`src/rtl/scan_pkg.sv`:
```
// scan_pkg: shared FSM state encoding and default geometry for the scan-testable multiplier.
package scan_pkg;
   typedef enum logic [1:0] {
      IDLE    = 2'd0,
      SHIFT   = 2'd1,
      CAPTURE = 2'd2
   } state_t;
   localparam int DEF_WIDTH  = 4;
   localparam int DEF_CHAINS = 1;
endpackage

```
`src/rtl/param_scan_mul_chain_if.sv`:
```
// param_scan_mul_chain_if: tester/BIST-facing control and observation bundle of the scan multiplier.
interface param_scan_mul_chain_if
   import scan_pkg::*;
#(
   parameter int WIDTH  = DEF_WIDTH,
   parameter int CHAINS = DEF_CHAINS
);
   logic                 scan_en;
   logic                 capture_en;
   logic                 start;
   logic [CHAINS-1:0]    scan_in;
   logic [CHAINS-1:0]    scan_out;
   logic                 busy;
   logic                 done;
   logic [2*WIDTH-1:0]   product;
   modport master (output scan_en, capture_en, start, scan_in, input scan_out, busy, done, product);
   modport slave  (input scan_en, capture_en, start, scan_in, output scan_out, busy, done, product);
endinterface

```
`src/rtl/scan_seg.sv`:
```
// scan_seg: one L-bit scan chain segment with shift/capture/hold muxing and a registered serial output.
module scan_seg #(
   parameter int L = 8
) (
   input  logic         clk,
   input  logic         rst_n,
   input  logic         shift_i,
   input  logic         capture_i,
   input  logic         scan_i,
   input  logic [L-1:0] cap_i,
   output logic [L-1:0] seg_o,
   output logic         scan_o
);
   logic [L-1:0] seg_q, seg_d;
   logic         so_q, so_d;
   logic [L:0]   sh;
   always_comb begin
      sh    = {scan_i, seg_q};
      seg_d = shift_i ? sh[L:1] : capture_i ? cap_i : seg_q;
      so_d  = shift_i ? seg_q[0] : so_q;
   end
   always_ff @(posedge clk) begin
      if (!rst_n) begin
         seg_q <= '0;
         so_q  <= 1'b0;
      end else begin
         seg_q <= seg_d;
         so_q  <= so_d;
      end
   end
   assign seg_o  = seg_q;
   assign scan_o = so_q;
endmodule

```
`src/rtl/param_scan_mul_chain.sv`:
```
// param_scan_mul_chain: scan-testable WIDTH x WIDTH unsigned multiplier whose operand register is split into CHAINS chains,
// with manual shift/capture and an auto load/unload+capture sequencer.
module param_scan_mul_chain
   import scan_pkg::*;
#(
   parameter int WIDTH  = DEF_WIDTH,
   parameter int CHAINS = DEF_CHAINS
) (
   input logic                    clk,
   input logic                    rst_n,
   param_scan_mul_chain_if.slave  scan_if
);
   localparam int N  = 2 * WIDTH;
   localparam int L  = N / CHAINS;
   localparam int CW = (L > 1) ? $clog2(L) : 1;
   if ((N % CHAINS) != 0) begin : g_bad_chains
      $error("param_scan_mul_chain: 2*WIDTH must be a multiple of CHAINS");
   end
   state_t            state_q, state_d;
   logic [CW-1:0]     cnt_q, cnt_d;
   logic              busy_q, done_q;
   logic              shift_en, cap_en;
   logic [N-1:0]      r, prod;
   logic [CHAINS-1:0] so;
   assign prod = {{WIDTH{1'b0}}, r[WIDTH-1:0]} * {{WIDTH{1'b0}}, r[N-1:WIDTH]};
   for (genvar c = 0; c < CHAINS; c++) begin : g_chain
      scan_seg #(.L(L)) u_seg (
         .clk       (clk),
         .rst_n     (rst_n),
         .shift_i   (shift_en),
         .capture_i (cap_en),
         .scan_i    (scan_if.scan_in[c]),
         .cap_i     (prod[c*L +: L]),
         .seg_o     (r[c*L +: L]),
         .scan_o    (so[c])
      );
   end
   // start wins over manual controls; no register op happens in the accepting cycle
   always_comb begin
      state_d  = state_q;
      cnt_d    = cnt_q;
      shift_en = 1'b0;
      cap_en   = 1'b0;
      unique case (state_q)
         IDLE: begin
            if (scan_if.start) begin
               state_d = SHIFT;
               cnt_d   = '0;
            end else begin
               shift_en = scan_if.scan_en;
               cap_en   = !scan_if.scan_en && scan_if.capture_en;
            end
         end
         SHIFT: begin
            shift_en = 1'b1;
            if (cnt_q == CW'(L - 1)) state_d = CAPTURE;
            else cnt_d = cnt_q + 1'b1;
         end
         CAPTURE: begin
            cap_en  = 1'b1;
            state_d = IDLE;
         end
         default: state_d = IDLE;
      endcase
   end
   always_ff @(posedge clk) begin
      if (!rst_n) begin
         state_q <= IDLE;
         cnt_q   <= '0;
         busy_q  <= 1'b0;
         done_q  <= 1'b0;
      end else begin
         state_q <= state_d;
         cnt_q   <= cnt_d;
         busy_q  <= state_d != IDLE;
         done_q  <= state_q == CAPTURE;
      end
   end
   assign scan_if.scan_out = so;
   assign scan_if.busy     = busy_q;
   assign scan_if.done     = done_q;
   assign scan_if.product  = prod;
endmodule

```
`src/flat_wrapper.sv`:
```
// flat-port wrapper written by rule: the top's interface ports become plain ports
module param_scan_mul_chain_flat import scan_pkg::*;
#(
   parameter int WIDTH  = DEF_WIDTH,
   parameter int CHAINS = DEF_CHAINS
)
  (clk, rst_n, scan_if_scan_en, scan_if_capture_en, scan_if_start, scan_if_scan_in, scan_if_scan_out, scan_if_busy, scan_if_done, scan_if_product);
  param_scan_mul_chain_if #(.WIDTH(WIDTH), .CHAINS(CHAINS)) scan_if_i ();
  input logic clk;
  input logic rst_n;
  input wire logic [$bits(scan_if_i.scan_en)-1:0] scan_if_scan_en;
  input wire logic [$bits(scan_if_i.capture_en)-1:0] scan_if_capture_en;
  input wire logic [$bits(scan_if_i.start)-1:0] scan_if_start;
  input wire logic [$bits(scan_if_i.scan_in)-1:0] scan_if_scan_in;
  output wire logic [$bits(scan_if_i.scan_out)-1:0] scan_if_scan_out;
  output wire logic [$bits(scan_if_i.busy)-1:0] scan_if_busy;
  output wire logic [$bits(scan_if_i.done)-1:0] scan_if_done;
  output wire logic [$bits(scan_if_i.product)-1:0] scan_if_product;
  assign scan_if_i.scan_en = scan_if_scan_en;
  assign scan_if_i.capture_en = scan_if_capture_en;
  assign scan_if_i.start = scan_if_start;
  assign scan_if_i.scan_in = scan_if_scan_in;
  assign scan_if_scan_out = scan_if_i.scan_out;
  assign scan_if_busy = scan_if_i.busy;
  assign scan_if_done = scan_if_i.done;
  assign scan_if_product = scan_if_i.product;
  param_scan_mul_chain #(.WIDTH(WIDTH), .CHAINS(CHAINS)) u_core (.clk(clk), .rst_n(rst_n), .scan_if(scan_if_i));
endmodule
```
`config.mk`:
```
export PLATFORM = sky130hd
export DESIGN_NAME = param_scan_mul_chain_flat
export DESIGN_NICKNAME = d
export VERILOG_FILES = /design/src/rtl/scan_pkg.sv /design/src/rtl/param_scan_mul_chain_if.sv /design/src/rtl/scan_seg.sv /design/src/rtl/param_scan_mul_chain.sv /design/src/flat_wrapper.sv
export SDC_FILE = /design/constraint.sdc
export NUM_CORES = 1
export LEC_CHECK = 0
export ABC_AREA = 1
export BUFFER_PORTS_ARGS = -buffer_cell sky130_fd_sc_hd__buf_2
export CORE_MARGIN = 5
export CORE_UTILIZATION = 55
export DETAILED_ROUTE_END_ITERATION = 7
export PLACE_DENSITY = 0.8
export SYNTH_ARGS = -nofsm -noshare
export SYNTH_HDL_FRONTEND = slang
export SYNTH_SLANG_ARGS = --single-unit
```
`constraint.sdc`:
```
create_clock -name clk -period 5.7 [get_ports clk]
set_clock_uncertainty 0.2 [all_clocks]
set_input_delay 0.57 -clock clk [delete_from_list [all_inputs] [get_ports clk]]
set_output_delay 0.57 -clock clk [all_outputs]
set_load 0.01 [all_outputs]
```
[Yosys cells after proc, flatten, opt, wreduce, memory -nomap -nowiden]
Cells that the tools add are included.
Storage, ports and cells
  flip-flop bits (word level): 16
  word-level logic and storage cells: 32
  output and inout port bits: 11
Cells by class
  $add $sub $neg: 1
  reduce and logical (&&, ||, !) cells: 7
  multiplexer cells: 12
  eq/ne operators: 5
  multiply operators: 1
Operators with widths (number)
  2-to-1 mux 8 bit: 2
  multiplier 4 x 4 -> 8 bit: 1
  2-to-1 mux 3 bit: 2
  case mux 3 bit (2 select lines): 1
  nonzero test 2 bit: 3
  2-to-1 mux 2 bit: 2
  inequality test 2 bit (second input constant): 2
  case mux 1 bit (2 select lines): 2
  case mux 2 bit (2 select lines): 1
  adder 3 x 1 -> 3 bit (second input constant): 1
  equality test 3 bit (second input constant): 1
  AND reduction 3 bit: 1
  equality test 2 x 1 -> 1 bit (second input constant): 1
  equality test 2 bit (second input constant): 1
  logical NOT 2 bit: 1
  2-to-1 mux 1 bit: 2
  logical AND 1 bit: 1
  logical NOT 1 bit: 1

[Depth between registers and ports, before layout]
Gate-level depths: netlist of the first run.
  depth after elaboration: 6
  gate-level depth with buffers: 13
  depth with buffers taken out: 13

[Cells and area by module]
From an unflattened synthesis of the first run, not the netlist that was laid out.
Second synthesis, totals
  cell total of the unflattened synthesis: 177
  area, all modules: 1193.6 um^2
By module, submodules not included
  param_scan_mul_chain: area an instance 769.5 um^2, cells each 111, seq. area each 140.1 um^2, instances 1
  scan_seg: area an instance 424.2 um^2, cells each 66, seq. area each 180.2 um^2, instances 1

[Least setup slack after synthesis of the first run]
No wires, ideal clock.
  path type: reg-to-output
  start point: register u_core.g_chain[0].u_seg.seg_q[7]
  end point: output port scan_if_product[6]
  data required time: 4930 ps
  arrival: 2533 ps
  stages on the path, launching flop included: 11
  slack: 2397 ps
  path buffers: 0
  cells stage by stage: dfxtp_1 -> nand2_1 -> fa_1 -> inv_1 -> fa_1 -> inv_1 -> fa_1 -> nand3b_1 -> nand2_1 -> nand2_1 -> and2_1
Between the ends
  word-level cells in the longest chain between the ends: 1
Ends and longest elaborated chain
  from (decl): RTL line scan_seg.sv:14  | logic [L-1:0] seg_q, seg_d;
  from (signal assigned): RTL line scan_seg.sv:27  | seg_q <= seg_d;
  multiplier 4 x 4 -> 8 bit: RTL line param_scan_mul_chain.sv:25  | assign prod = {{WIDTH{1'b0}}, r[WIDTH-1:0]} * {{WIDTH{1'b0}}, r[N-1:WIDTH]};
  to (decl): RTL line flat_wrapper.sv:18  | output wire logic [$bits(scan_if_i.product)-1:0] scan_if_product;
Every way passes these cells.

[Final worst setup path of the first run]
Same ends and word-level chain as after synthesis.

==> results of run 1 <==
cell type report:
type,count,area share [%]
repair buffers,16,5.89
clock buffers,3,1.66
well taps,28,2.58
multi-input cells,129,57.5
flip-flops and latches,16,23.6
inverters,32,8.84
critical path, cell delays in order (launching register included):
cell and delay, ns:
dfxtp_1 0.43, nand2_1 0.12, fa_1 0.54, inv_1 0.06, fa_1 0.56, inv_1 0.06
fa_1 0.45, nand3b_1 0.20, nand2_1 0.09, nand2_1 0.06, and2_1 0.13, buf_2 0.13
synth_stat cells:
master / n / share of area (%)
a21oi_1: 8 / 3.3
a31oi_1: 1 / 0.51
and2_1: 3 / 1.5
clkbuf_1: 1 / 0.31
dfxtp_1: 16 / 26
fa_1: 4 / 6.5
ha_1: 14 / 14
inv_1: 32 / 9.8
nand2_1: 48 / 15
nand2_2: 1 / 0.51
nand2_4: 1 / 0.92
nand3_1: 10 / 4.1
nand3_2: 1 / 0.82
nand3b_1: 2 / 1.2
nor2_1: 20 / 6.1
nor2_2: 1 / 0.51
nor2_8: 1 / 1.6
nor3_1: 1 / 0.41
o21ai_0: 10 / 4.1
o21ai_4: 1 / 1.3
or2_1: 1 / 0.51
xnor2_1: 1 / 0.72
stage by stage:
stage | power (uW) | instances | hold slack [ns] | worst slack [ns]
finish | 247 | 224 | 0.233 | 1.82
global route | 266 | 224 | 0.262 | 1.66
CTS | 248 | 224 | 0.233 | 1.83
detailed placement | 192 | 221 | 0.218 | 2.13
global placement | 190 | 221 | 0.218 | 2.24
floorplan | 174 | 178 | 0.201 | 2.40
report_power, final:
part / internal [uW] / switching, uW / total (uW)
Sequential: 120 / 9.95 / 130
Clock: 24.5 / 33.3 / 57.8
Combinational: 23.0 / 36.6 / 59.7
Total: 167 / 79.8 / 247
metal layers:
layer	part of all wire, %	vias up	GRT usage [%]
met5	0	-	0
met4	1.1	0	8.28
met3	4.2	4	2.71
met2	52	34	31.2
met1	42	518	18.9
li1	-	593	-
how the worst max path moves through the flow:
stage / endpoint / from / cells past startpoint
after floorplan: scan_if_product[6] / u_core.g_chain[0].u_seg.seg_o[7] / 10
after global placement: scan_if_product[6] / u_core.g_chain[0].u_seg.seg_o[7] / 11
after detailed placement: scan_if_product[6] / u_core.g_chain[0].u_seg.seg_o[7] / 11
after CTS: scan_if_product[6] / u_core.g_chain[0].u_seg.seg_o[7] / 11
after global routing: scan_if_product[6] / u_core.g_chain[0].u_seg.seg_o[0] / 11
final: scan_if_product[6] / u_core.g_chain[0].u_seg.seg_o[7] / 11
sequential cells by signal (all words and copies together) (netlist names):
register                     flops
u_core.scan_if.done              1
u_core.cnt_q                     3
u_core.g_chain.u_seg.scan_o      1
u_core.g_chain.u_seg.seg_o       8
u_core.scan_if.busy              1
u_core.state_q                   2
cells by family (layout without fill, tap and decap cells):
group	count (synthesis)	count (layout)	synth area share, %
and+or+nand+nor	90	90	33.0
AOI/OAI and AO/OA	20	20	9.19
DFF	16	16	26.1
xor gates and xnor gates	1	1	0.715
buffers and inverters	33	51	10.1
adders and majority gates	18	18	20.8
==> flow_metrics.tcl, run 1 <==
set metrics [dict create \
    reg2reg_from "u_core.g_chain[0].u_seg.seg_o[7]" \
    hold_class "reg2reg" \
    maxSlewViolCount 0 \
    place_hpwl_mm 2.10 \
    diodes 0 \
    final_common_cell "nand2_1" \
    grt_max_degree 13 \
    yosysUniqueCellTypes 22 \
    drv_cap 0 \
    final_cell_mix "nand2_1, inv_1, nor2_1, buf_2, dfxtp_1" \
    cts_buffer_depth 2 \
    tightestPinTransition_ns 0.299 \
    avgSynthCellArea_um2 6.88 \
    grt_pass1_vias 1153 \
    dr_total_vias 1149 \
    rows 17 \
    seq_area_frac_synth_pct 26.1 \
    status "completed" \
    hold-path-cell-count 1 \
    syn-num-nets 202 \
    finalCriticalPeriod_ns 3.88 \
    clkSlewWorstSetupHoldPaths_ns 0.09 \
    worstSkewPairLatency_ns 0.28 \
    total_leakage_power_uw 0.000834 \
    end_kind "output port" \
    multi_input_area_um2 781 \
    place_congestion 0.905 \
    critPathRequiredTime_ns 4.93 \
    io_buffers 16 \
    grt_overflow 0 \
    fillers 213 \
    min_from "u_core.state_q[1]" \
    crit_fanout 6 \
    fin_util_pct 62.6 \
    cp-start-kind "register" \
    cts_root_buffer "clkbuf_4" \
    start_util_pct 56.5 \
    r2r_slack_ns 2.62 \
    drc_errors 0 \
    area_growth_pct 10.9 \
    finalWirelength_mm 2.52 \
    wl_per_cell_um 11.3 \
    fp.dieW_um 57.2 \
    cts_sinks 16 \
    hold_violations 0 \
    grt_setup_unrepaired "no" \
    seq_area_um2 320 \
    post_cts_buffers 0 \
    detailed_place.area_um2 1340 \
    synth_cells 178 \
    die_h_um 57.2 \
    holdPathEnd "u_core.scan_if.busy" \
    max_freq_mhz 258 \
    r2r-end "u_core.g_chain[0].u_seg.seg_o[6]" \
    grt_pass1_wl_mm 4.57 \
    ios 17 \
    yosys_warnings 0 \
    cts_resized 0 \
    stdcell_area_um2 1360 \
    first_pass_iters 4 \
    coreArea_um2 2170 \
    reg2reg_depth 10 \
    antenna_found_initial 0 \
    setup-tns-final_ns 0 \
    synth-seq-cells 16 \
    synthesis.area_um2 1220 \
    setup_viol 0 \
    vias_per_cell 5.13 \
    die_area_um2 3270 \
    ir_drop_mv 0.174 \
    cts_tree "built" \
    grt_usage_pct 17.0 \
    layout-drive-gt1-share_pct 12.8 \
    nets 222 \
    ant_nets 0 \
    slew_headroom_pct 80.0 \
    cts_hold_buffers 0 \
    finalCritPeriodShare_pct 68.1 \
    powerDensity_nw_per_um2 182 \
    h-tree-depth 1 \
    criticalPathCategory "reg2out" \
    cts_buffers 3 \
    critPathArrivalTime_ns 3.11 \
    initialDrtViolationCount 37 \
]
Power figures use the tool's default switching activity.
==> run 2, diff against run 1 <==
Settings changed: CORE_UTILIZATION 55 to 51, PLACE_DENSITY 0.8 to 0.78.
Clock period 5.7 ns to 3.1 ns, I/O delays scaled along.
==> flow_metrics.tcl, run 2 (synthesis gave the netlist of run 1 again) <==
set metrics [dict create \
    status "complete, but fails checks" \
    violations "negative setup slack" \
    whs_ns 0.139 \
    drc_errors 0 \
    fin_util_pct 67.0 \
    min_from "scan_if_start" \
    vias_per_cell 5.03 \
    criticalPathCategory "reg2out" \
    tightestPinTransition_ns 0.302 \
    seq_area_um2 323 \
    coreArea_um2 2250 \
    crit_fanout 2 \
    place_congestion 0.814 \
    setup_viol 4 \
    powerDensity_nw_per_um2 339 \
    grt_pass1_wl_mm 4.74 \
    nets 234 \
    layout-drive-gt1-share_pct 23.4 \
    finalCritPeriodShare_pct 105 \
    area_growth_pct 23.3 \
    dr_total_vias 1193 \
    finalWirelength_mm 2.59 \
    die_h_um 59.0 \
    fin_ws_ns -0.161 \
    finalCriticalPeriod_ns 3.26 \
    wl_per_cell_um 10.9 \
    fp.dieW_um 59.0 \
    p_clk_share_pct 27.5 \
    drv_cap 0 \
    critPathArrivalTime_ns 2.75 \
    grt_setup_unrepaired "yes" \
    maxSlewViolCount 0 \
    cts_sinks 16 \
    setup-tns-final_ns -0.462 \
    ios 17 \
    multi_input_area_um2 826 \
    cts_buffer_depth 2 \
    ant_nets 0 \
    total_leakage_power_uw 0.000917 \
    hold_class "in2reg" \
    final_common_cell "nand2_1" \
    cts_root_buffer "clkbuf_4" \
    end_kind "output port" \
    dp_slack_ns -0.0638 \
    final_cell_mix "nand2_1, inv_1, nor2_1, buf_2, dfxtp_1" \
    largest_register_ffs 8 \
    r2r_slack_ns 0.23 \
    h-tree-depth 1 \
    ir_drop_mv 0.264 \
    antenna_found_initial 0 \
    grt_max_degree 13 \
    start_util_pct 54.3 \
    diodes 0 \
    p_comb_share_pct 27.0 \
    path_cells "nand2_2, fa_1, inv_1, fa_1, inv_1, fa_2, nand3b_1, nand2_1, nand2_1, and2_1, buf_2" \
    power_frac_seq_pct 45.5 \
    critPathSlowestCell "fa_1" \
    fillers 217 \
    internal_power_uw 351 \
    clkSlewWorstSetupHoldPaths_ns 0.10 \
    switching_power_uw 162 \
    slew_headroom_pct 79.8 \
    hold_violations 0 \
    first_pass_iters 4 \
    grt_usage_pct 17.4 \
    reg2reg_depth 13 \
    rows 17 \
    cts_buffers 3 \
    holdPathEnd "u_core.scan_if.busy" \
    io_buffers 16 \
    r2r-end "u_core.g_chain[0].u_seg.seg_o[4]" \
    initialDrtViolationCount 37 \
    power_switching_share_pct 31.5 \
    worstSkewPairLatency_ns 0.29 \
    die_area_um2 3480 \
    place_hpwl_mm 2.09 \
    grt_overflow 0 \
    cp-start-kind "register" \
    cts_tree "built" \
    reg2reg_from "u_core.g_chain[0].u_seg.seg_o[0]" \
    hold-path-cell-count 3 \
    max_freq_mhz 307 \
    max_stage_delay_ns 0.53 \
    grt_pass1_vias 1191 \
    critPathRequiredTime_ns 2.59 \
]
[run 2: through the flow]
step	cell area, um2	power [uW]	cells
floorplan	1220	320	178
global placement	1390	361	228
detailed placement	1390	365	228
CTS	1490	512	235
global route	1510	546	237
finish	1510	512	237
[run 2: timing repair]
item / in CTS / in global routing
hold endpoints to repair: 0 / 0
endpoints found under the setup margin: 5 / 5
buffers inserted: 3 / 2
pin swaps: 8 / 1
hold buffers: 0 / 0
resized for setup: 9 / 2
[run 2: critical path, delay by kind of cell (launching register included)]
family,cells,cell delay (ns)
and+or+nand+nor,5,0.52
buffers and inverters,3,0.24
DFF,1,0.34
adders and majority gates,3,1.36
[run 2: power groups by stage]
stage                     Clock [uW]  Sequential (uW)  Combinational [uW]
after floorplan                    0              240                79.9
after global placement             0              236                 125
after detailed placement           0              236                 129
after CTS                        143              233                 136
after global routing             152              235                 159
final                            141              233                 138
[run 2: cell type report]
| cell class | count | share of cell area (%) |
|---|---|---|
| clock buffers | 4 | 2.40 |
| well taps | 28 | 2.32 |
| inverters | 32 | 7.95 |
| repair buffers | 28 | 11.3 |
| flip-flops and latches | 16 | 21.4 |
| multi-input cells | 129 | 54.7 |
[run 2: how the worst max path moves through the flow]
stage	from	to	slack, ns
finish	u_core.g_chain[0].u_seg.seg_o[0]	scan_if_product[6]	-0.16
global route	u_core.g_chain[0].u_seg.seg_o[0]	scan_if_product[7]	-0.30
CTS	u_core.g_chain[0].u_seg.seg_o[0]	scan_if_product[6]	-0.16
detailed placement	u_core.g_chain[0].u_seg.seg_o[7]	scan_if_product[6]	-0.06
global placement	u_core.g_chain[0].u_seg.seg_o[7]	scan_if_product[6]	0.03
floorplan	u_core.g_chain[0].u_seg.seg_o[7]	scan_if_product[6]	0.06
[run 2: routing by layer]
layer	vias to the layer above	part of all wire (%)	track usage, %
met5	-	0	0
met4	0	1.8	7.12
met3	5	3.5	1.74
met2	23	53	32.3
met1	547	42	19.9
li1	618	-	-
